--- src/rtl/pc_fetch_ctrl.sv ---
// pc_fetch_ctrl: multicycle fetch/PC sequencer for the RV32 core.
// Owns the architectural PC, issues instruction-memory reads, hands each word to decode
// over a valid/ready handshake, then waits for the branch unit to pick the next PC.
// Optional feature: define FETCH_TIMEOUT_EN to trap when IMEM_ACK does not arrive
// within MAX_WAIT request cycles. Without it, REQ waits forever and ERR[1] is tied low.
module pc_fetch_ctrl #(
  parameter logic [31:0] RESET_VECTOR = 32'h0000_0000,
  parameter int unsigned MAX_WAIT     = 15
) (
  input  logic        CLK,
  input  logic        RST,
  output logic        IMEM_REQ,
  output logic [31:0] IMEM_ADDR,
  input  logic        IMEM_ACK,
  input  logic [31:0] IMEM_RDATA,
  output logic [31:0] INSTR,
  output logic        INSTR_VALID,
  input  logic        INSTR_READY,
  input  logic        BR_VALID,
  input  logic        BR_TAKEN,
  input  logic [31:0] BR_TARGET,
  output logic [31:0] PC,
  output logic        FLUSH,
  output logic [31:0] RETIRED,
  output logic [1:0]  ERR
);

  typedef enum logic [2:0] {
    StIdle,
    StReq,
    StHold,
    StResolve,
    StTrap
  } state_e;

  state_e      state_q, state_d;
  logic [31:0] pc_q, pc_d;
  logic [31:0] instr_q, instr_d;
  logic [31:0] retired_q, retired_d;
  logic        flush_q, flush_d;
  logic        err_mis_q, err_mis_d;

`ifdef FETCH_TIMEOUT_EN
  localparam int unsigned CntW = (MAX_WAIT > 1) ? $clog2(MAX_WAIT + 1) : 1;

  logic [CntW-1:0] wait_cnt_q, wait_cnt_d;
  logic            err_to_q, err_to_d;
  logic            timeout;

  // Counter sits at zero outside REQ, so every entry into REQ starts a fresh count.
  always_comb begin
    wait_cnt_d = '0;
    if (state_q == StReq && !IMEM_ACK) begin
      wait_cnt_d = wait_cnt_q + 1'b1;
    end
  end

  // This cycle is the MAX_WAIT-th REQ cycle and it still has no ACK.
  assign timeout = (wait_cnt_q == CntW'(MAX_WAIT - 1)) && !IMEM_ACK;

  // Timeout state and sticky error bit.
  always_ff @(posedge CLK) begin
    if (RST) begin
      wait_cnt_q <= '0;
      err_to_q   <= 1'b0;
    end else begin
      wait_cnt_q <= wait_cnt_d;
      err_to_q   <= err_to_d;
    end
  end
`else
  logic unused_max_wait;
  assign unused_max_wait = ^MAX_WAIT;
`endif

  // Next-state, PC commit, instruction latch and error tracking.
  always_comb begin
    state_d   = state_q;
    pc_d      = pc_q;
    instr_d   = instr_q;
    retired_d = retired_q;
    flush_d   = 1'b0;
    err_mis_d = err_mis_q;
`ifdef FETCH_TIMEOUT_EN
    err_to_d  = err_to_q;
`endif
    unique case (state_q)
      StIdle: state_d = StReq;
      StReq: begin
        if (IMEM_ACK) begin
          instr_d = IMEM_RDATA;
          state_d = StHold;
        end
`ifdef FETCH_TIMEOUT_EN
        else if (timeout) begin
          err_to_d = 1'b1;
          state_d  = StTrap;
        end
`endif
      end
      StHold: begin
        if (INSTR_READY) begin
          state_d = StResolve;
        end
      end
      StResolve: begin
        if (BR_VALID) begin
          if (!BR_TAKEN) begin
            pc_d      = pc_q + 32'd4;
            retired_d = retired_q + 32'd1;
            state_d   = StReq;
          end else if (BR_TARGET[1:0] != 2'b00) begin
            // Misaligned redirect: leave PC and RETIRED alone and park.
            err_mis_d = 1'b1;
            state_d   = StTrap;
          end else begin
            pc_d      = BR_TARGET;
            flush_d   = 1'b1;
            retired_d = retired_q + 32'd1;
            state_d   = StReq;
          end
        end
      end
      StTrap: state_d = StTrap;
      default: state_d = StIdle;
    endcase
  end

  // Architectural state; synchronous reset wins in every state.
  always_ff @(posedge CLK) begin
    if (RST) begin
      state_q   <= StIdle;
      pc_q      <= RESET_VECTOR;
      instr_q   <= 32'd0;
      retired_q <= 32'd0;
      flush_q   <= 1'b0;
      err_mis_q <= 1'b0;
    end else begin
      state_q   <= state_d;
      pc_q      <= pc_d;
      instr_q   <= instr_d;
      retired_q <= retired_d;
      flush_q   <= flush_d;
      err_mis_q <= err_mis_d;
    end
  end

  // Outputs decoded from registered state only.
  always_comb begin
    IMEM_REQ    = (state_q == StReq);
    IMEM_ADDR   = pc_q;
    INSTR       = instr_q;
    INSTR_VALID = (state_q == StHold);
    PC          = pc_q;
    FLUSH       = flush_q;
    RETIRED     = retired_q;
`ifdef FETCH_TIMEOUT_EN
    ERR         = {err_to_q, err_mis_q};
`else
    ERR         = {1'b0, err_mis_q};
`endif
  end

endmodule

--- config.mk ---
export PLATFORM = sky130hd
export DESIGN_NAME = pc_fetch_ctrl
export DESIGN_NICKNAME = d
export VERILOG_FILES = /design/src/rtl/pc_fetch_ctrl.sv
export SDC_FILE = /design/constraint.sdc
export NUM_CORES = 1
export LEC_CHECK = 0
export ABC_AREA = 1
export BUFFER_PORTS_ARGS = -buffer_cell sky130_fd_sc_hd__buf_2
export CAP_MARGIN = 40
export CORE_UTILIZATION = 50
export CTS_CLUSTER_SIZE = 20
export DETAILED_ROUTE_END_ITERATION = 7
export GPL_TIMING_DRIVEN = 0
export PLACE_DENSITY_LB_ADDON = 0.08
export SYNTH_ARGS = -nofsm -noshare
export SYNTH_HDL_FRONTEND = slang
export SYNTH_SLANG_ARGS = --single-unit
--- constraint.sdc ---
create_clock -name CLK -period 2 [get_ports CLK]
set_input_delay 0 -clock CLK [delete_from_list [all_inputs] [get_ports CLK]]
set_output_delay 0 -clock CLK [all_outputs]
set_load 0.05 [all_outputs]
==> metrics.txt, run 1 <==
CP max-delay cell=dfxtp_1; vias in the first global route=6081; initial antenna violation count=0; DRT Wirelength=17510 µm; Seq/Total Area, Yosys=36.02%; via-per-instance ratio=4.983; Worst Skew=0.009208 ns; pre-CTS setup slack=0.1141 ns; final slew viol count=0; Least-Margin Pin Slew=0.6171 ns; Buf/Inv on CP=0; CTS tree=yes; total of max-cap violations=0; CP top delay family=simple AND/OR/NAND/NOR gates; chip width=108.0 µm; critical path class=reg2reg; result of the run=completed; min Tclk post-route=1.887 ns; Initial Util=51.56%; CTS Root Cell=clkbuf_8; Iter 0 DRT Violations=288; routability congestion estimate=0.9123; Final Hold Viols=0; DP Area=6795 µm²; synth warn=0; WP data required=2.26 ns; I/O Buffers=200; Crit path top cell by count=nand2_1; syn_nets=979; synthesized area=5614 µm²; full die area=11660 µm²; CTS Buf Count=9; post-layout worst setup margin=0.1135 ns; H-tree depth=3; Leak=3.499 nW; first-pass GRT wire length=28250 µm; total design power=4.571 mW; final period utilization=94.33%; Mapped Cells=907; fillers=998; Final Instance Area=7597 µm²; critical path capture point type=flip-flop; total grt overflow=0; max incr delay on CP=0.44 ns; GRT Overall Usage=30.67%; Cells after DPL=1247; # clock sinks=101; Critical Path Start Type=flip-flop; I/O Pins=203; Diodes inserted=0; largest net degree at the start of global routing=19; Netlist cell types=37; clock latency on the worst-skew pair=0.39 ns; DR WL/cell=13.28 µm; # DRC=0; flops & latches, synth=101; Post-DRT Antenna Nets=0; RSZ-0062 raised after global routing=yes; Std-Cell Rows=38; Max FO, Critical Path=6; nets=1246; Finish-stage setup viols=0; fraction of layout cells with a size suffix above 1=24.77%; Worst slew margin=58.86%; DP Wirelength=12370 µm; area growth from synthesis to layout=35.32%; clk slew on worst S/H paths=0.10 ns; core area=10890 µm²; routed via count=6573; critical path, cell by cell=ha_1 -> nand2_1 -> nor2_2 -> nand2_1 -> nor2_1 -> nand2_1 -> nand2_1 -> nand3_1 -> nand2_1 -> a21oi_1; Max Buffers Root-to-Sink=2; Synth Area per Inst=6.190 µm²; Hold Slack=0.006517 ns; worst min-delay path class=in2reg; die span in y=108.0 µm; Peak VDD IR=0.6033 mV; Max Clock Freq=0.5301 GHz; Arr. time, crit path=2.14 ns; pwr dens=601.6 nW/µm²; fin cells=1319; DRT Pass-1 Iters=5
-- cells in the mapped netlist (all sizes together) --
cell | instances | share of area [%]
o22ai | 1 | 0.11
o21ai | 64 | 5.7
buf | 50 | 5.9
conb | 1 | 0.067
nor2 | 215 | 15
clkbuf | 16 | 1.1
and3 | 2 | 0.22
xor2 | 2 | 0.31
ha | 2 | 0.45
dfxtp | 101 | 36
nor3 | 7 | 0.62
and2 | 2 | 0.22
nor4 | 1 | 0.11
nand2 | 251 | 17
xnor2 | 2 | 0.31
nand3b | 4 | 0.53
o31ai | 3 | 0.40
a31oi | 3 | 0.33
a21oi | 53 | 4.7
or2 | 4 | 0.45
o21a | 3 | 0.40
inv | 69 | 4.6
o21bai | 1 | 0.13
nand4 | 7 | 0.78
nand3 | 42 | 3.8
a211oi | 1 | 0.13
-- cell families (layout without fill, tap and decap cells) --
logic type	count (synthesis)	count (layout)	share of synthesized area (%)
simple gates	535	535	39.27
buf+inv	135	407	11.63
compound gates	129	129	11.95
flops	101	101	36.02
xor+xnor	4	4	0.6241
fa+ha+maj	2	2	0.4457
other cells	1	1	0.06680
-- layout by cell type (no fill, tap or decap), drive strengths merged, types with 25 or more instances in the layout --
cell type    Yosys  final
a21oi           53     53
buf             50    251
clkbuf          16     25
dfxtp          101    101
dlygate4sd3      0     55
inv             69     72
nand2          251    251
nand3           42     42
nor2           215    215
o21ai           64     64
-- worst reg2reg max path, delay by kind of cell, from the launching register on --
family                   cells  cell delay (ns)
AND/OR/NAND/NOR              8             1.07
adder cells (fa/ha/maj)      1             0.20
AO/OA/AOI/OAI                1             0.06
flip-flops                   1             0.44
-- registers in the layout, indices dropped and copies added (netlist names) --
name,count
FLUSH,1
IMEM_ADDR,32
INSTR,32
RETIRED,32
err_mis_q,1
state_q,3
-- per-layer routing --
layer  global-route usage [%]  routed length [µm]  up-vias
met3                    6.510                1044       41
met2                    54.69                8626      236
met4                    11.45                 558        0
met5                        0                   0        -
met1                    35.86                7284     2938
li1                         -                   -     3358
-- timing repair --
item / in CTS / in global routing
setup buffers: 0 / 1
setup endpoints to repair: 0 / 9
resized for setup: 0 / 6
hold buffers: 55 / 0
hold endpoints to repair: 56 / 0
-- path summary, 6_finish.rpt --
check | cells past startpoint | to | from | slack [ns]
min reg2reg | 2 | err_mis_q$_SDFFE_PP0P_ | err_mis_q$_SDFFE_PP0P_ | 0.46
max reg2reg | 10 | IMEM_ADDR[24]$_SDFFE_PP0P_ | IMEM_ADDR[2]$_SDFFE_PP0P_ | 0.11
max | 10 | IMEM_ADDR[24]$_SDFFE_PP0P_ | IMEM_ADDR[2]$_SDFFE_PP0P_ | 0.11
min | 5 | IMEM_ADDR[23]$_SDFFE_PP0P_ | BR_TARGET[23] | 0.007
-- report_power, final --
group / internal (mW) / switching [mW] / total (mW)
Clock: 0.723 / 0.785 / 1.51
Combinational: 0.288 / 0.625 / 0.913
Sequential: 2.10 / 0.0552 / 2.15
-- layout make-up --
type / instances / area [µm²] / share of cell area (%)
multi-input cells: 671 / 2959 / 38.95
flip-flops and latches: 101 / 2023 / 26.63
repair buffers: 256 / 1559 / 20.52
plain buffers: 66 / 394.1 / 5.188
inverters: 69 / 259.0 / 3.409
well taps: 140 / 175.2 / 2.306
clock buffers: 9 / 123.9 / 1.630
clock inverters: 7 / 103.9 / 1.367
-- through the flow --
| stage | setup TNS (ns) | util, % |
|---|---|---|
| 2_1_floorplan | 0 | - |
| 3_3_place_gp | 0 | 62.41 |
| 3_5_place_dp | 0 | 62.41 |
| 4_1_cts | 0 | 69.56 |
| 5_1_grt | -0.02757 | 69.78 |
| 6_report | 0 | 69.78 |
Note: power is estimated with default switching activity, not from simulation.
==> inputs of run 2 (changes only) <==
--- a/config.mk
+++ b/config.mk
@@ -9,5 +9,5 @@
 export BUFFER_PORTS_ARGS = -buffer_cell sky130_fd_sc_hd__buf_2
 export CAP_MARGIN = 40
-export CORE_UTILIZATION = 50
+export CORE_UTILIZATION = 35
 export CTS_CLUSTER_SIZE = 20
 export DETAILED_ROUTE_END_ITERATION = 7
==> constraint.sdc (replaced) <==
create_clock -name CLK -period 2 [get_ports CLK]
set_input_delay 0.2 -clock CLK [delete_from_list [all_inputs] [get_ports CLK]]
set_output_delay 0.2 -clock CLK [all_outputs]
set_load 0.05 [all_outputs]
==> run 2 against run 1 <==
Compared with the run above:
- power rose by 3.9%
- wire length rose by 2.4%
- via count fell by 5.9%
- largest cell class unchanged
- largest power group unchanged
==> metrics.txt, run 2 (synthesis gave the netlist of run 1 again) <==
Peak VDD IR=0.3805 mV; total grt overflow=0; final slew viol count=0; I/O Buffers=200; vias in the first global route=5645; WP data required=2.22 ns; RSZ-0062 raised after global routing=no; register area=2022 µm²; footprint of the multi-input gates=2962 µm²; chip width=128.7 µm; core area=15430 µm²; Worst slew margin=57.02%; Max FO, Critical Path=6; Critical Path Start Type=flip-flop; die span in y=128.7 µm; GRT Overall Usage=22.22%; CTS Buf Count=9; result of the run=completed; clock latency on the worst-skew pair=0.35 ns; largest net degree at the start of global routing=18; Diodes inserted=0; Final Instance Area=7197 µm²; min Tclk post-route=1.809 ns; CTS Root Cell=clkbuf_16; Worst Skew=0.007935 ns; DP Wirelength=13830 µm; H-tree depth=3; Std-Cell Rows=45; DR WL/cell=13.45 µm; routed via count=6186; # DRC=0; critical path capture point type=flip-flop; final period utilization=90.43%; critical path class=reg2reg; commonest cells after routing, fill and taps aside=248 x nand2_1, 214 x buf_2, 199 x nor2_1; CTS tree=yes; worst min-delay path class=in2reg; via-per-instance ratio=4.637; Post-DRT Antenna Nets=0; Least-Margin Pin Slew=0.6447 ns; Max Buffers Root-to-Sink=2; fraction of layout cells with a size suffix above 1=25.91%; CTS Hold Buffers Added=0; nets=1190; fillers=1720; clk slew on worst S/H paths=0.08 ns; Final Hold Viols=0; Post-CTS Setup Bufs=0; routability congestion estimate=0.8896; I/O Pins=203; DRT Wirelength=17940 µm; DRT Pass-1 Iters=5; Arr. time, crit path=2.03 ns; full die area=16550 µm²; first-pass GRT wire length=28610 µm; Iter 0 DRT Violations=347; total design power=4.749 mW; # clock sinks=101; total of max-cap violations=0; Leak=3.291 nW; initial antenna violation count=0; Hold Slack=0.06343 ns; area growth from synthesis to layout=28.19%; DP Area=6884 µm²; Finish-stage setup viols=0; pwr dens=659.9 nW/µm²; commonest non-fill, non-tap cell in the layout=nand2_1; Initial Util=36.39%; Max Clock Freq=0.5529 GHz
## run 2: changes by cell type in the layout (fill, tap and decap cells not counted), moves of 2 or more
cell / before / now
clkbuf_16: 0 / 9
dlygate4sd3_1: 55 / 0
inv_6: 3 / 1
bufinv_16: 2 / 0
clkbuf_8: 9 / 2
## run 2: path summary, 6_finish.rpt
kind / startpoint / endpoint / slack (ns) / cells after the start
setup reg to reg: IMEM_ADDR[2]$_SDFFE_PP0P_ / IMEM_ADDR[24]$_SDFFE_PP0P_ / 0.19 / 10
hold reg to reg: err_mis_q$_SDFFE_PP0P_ / err_mis_q$_SDFFE_PP0P_ / 0.45 / 2
setup / recovery: IMEM_ADDR[2]$_SDFFE_PP0P_ / IMEM_ADDR[24]$_SDFFE_PP0P_ / 0.19 / 10
hold / removal: IMEM_RDATA[9] / INSTR[9]$_SDFFE_PP0P_ / 0.06 / 3
## run 2: what timing repair did
item                                    CTS  global route
pin swaps                                 0             0
resized for setup                         2             4
endpoints found under the hold margin     0             0
endpoints found under the setup margin    1             9
## run 2: worst max-delay path, stage by stage (launching register included)
cell     delay, ns
dfxtp_1       0.44
ha_1          0.20
nand2_1       0.10
nor2_4        0.17
nand2_1       0.12
nor2_1        0.28
nand2_1       0.09
nand2_1       0.06
nand3_1       0.06
nand2_1       0.08
a21oi_1       0.05
## run 2: per-stage QoR
step	TNS [ns]	setup slack, ns	cells	util, %
floorplan	0	0.02264	907	-
global placement	-0.04180	-0.04180	1318	44.62
detailed placement	-0.05036	-0.05036	1318	44.62
CTS	0	0.1165	1334	46.57
global route	0	0.003318	1334	46.65
finish	0	0.1914	1334	46.65
## run 2: power by group
| group | total (mW) | internal [mW] | switching [mW] |
|---|---|---|---|
| Sequential | 2.15 | 2.09 | 0.0533 |
| Combinational | 0.825 | 0.218 | 0.607 |
| Clock | 1.78 | 0.926 | 0.852 |
| Total | 4.75 | 3.24 | 1.51 |
## run 2: cell type report
class / count / share of cell area (%)
Timing Repair Buffer: 200 / 13.91
Multi-Input combinational cell: 671 / 41.15
Clock inverter: 5 / 0.5911
Clock buffer: 11 / 3.512
Inverter: 69 / 3.599
Tap cell: 211 / 3.668
Buffer: 66 / 5.476
Sequential cell: 101 / 28.09
## run 2: routing by layer
metal / vias to the layer above / part of all wire [%] / GRT usage (%)
met5: - / 0 / 0
met4: 0 / 1.8 / 7.543
met3: 23 / 5.7 / 4.948
met2: 173 / 47 / 37.17
met1: 2740 / 46 / 28.17
li1: 3250 / - / -
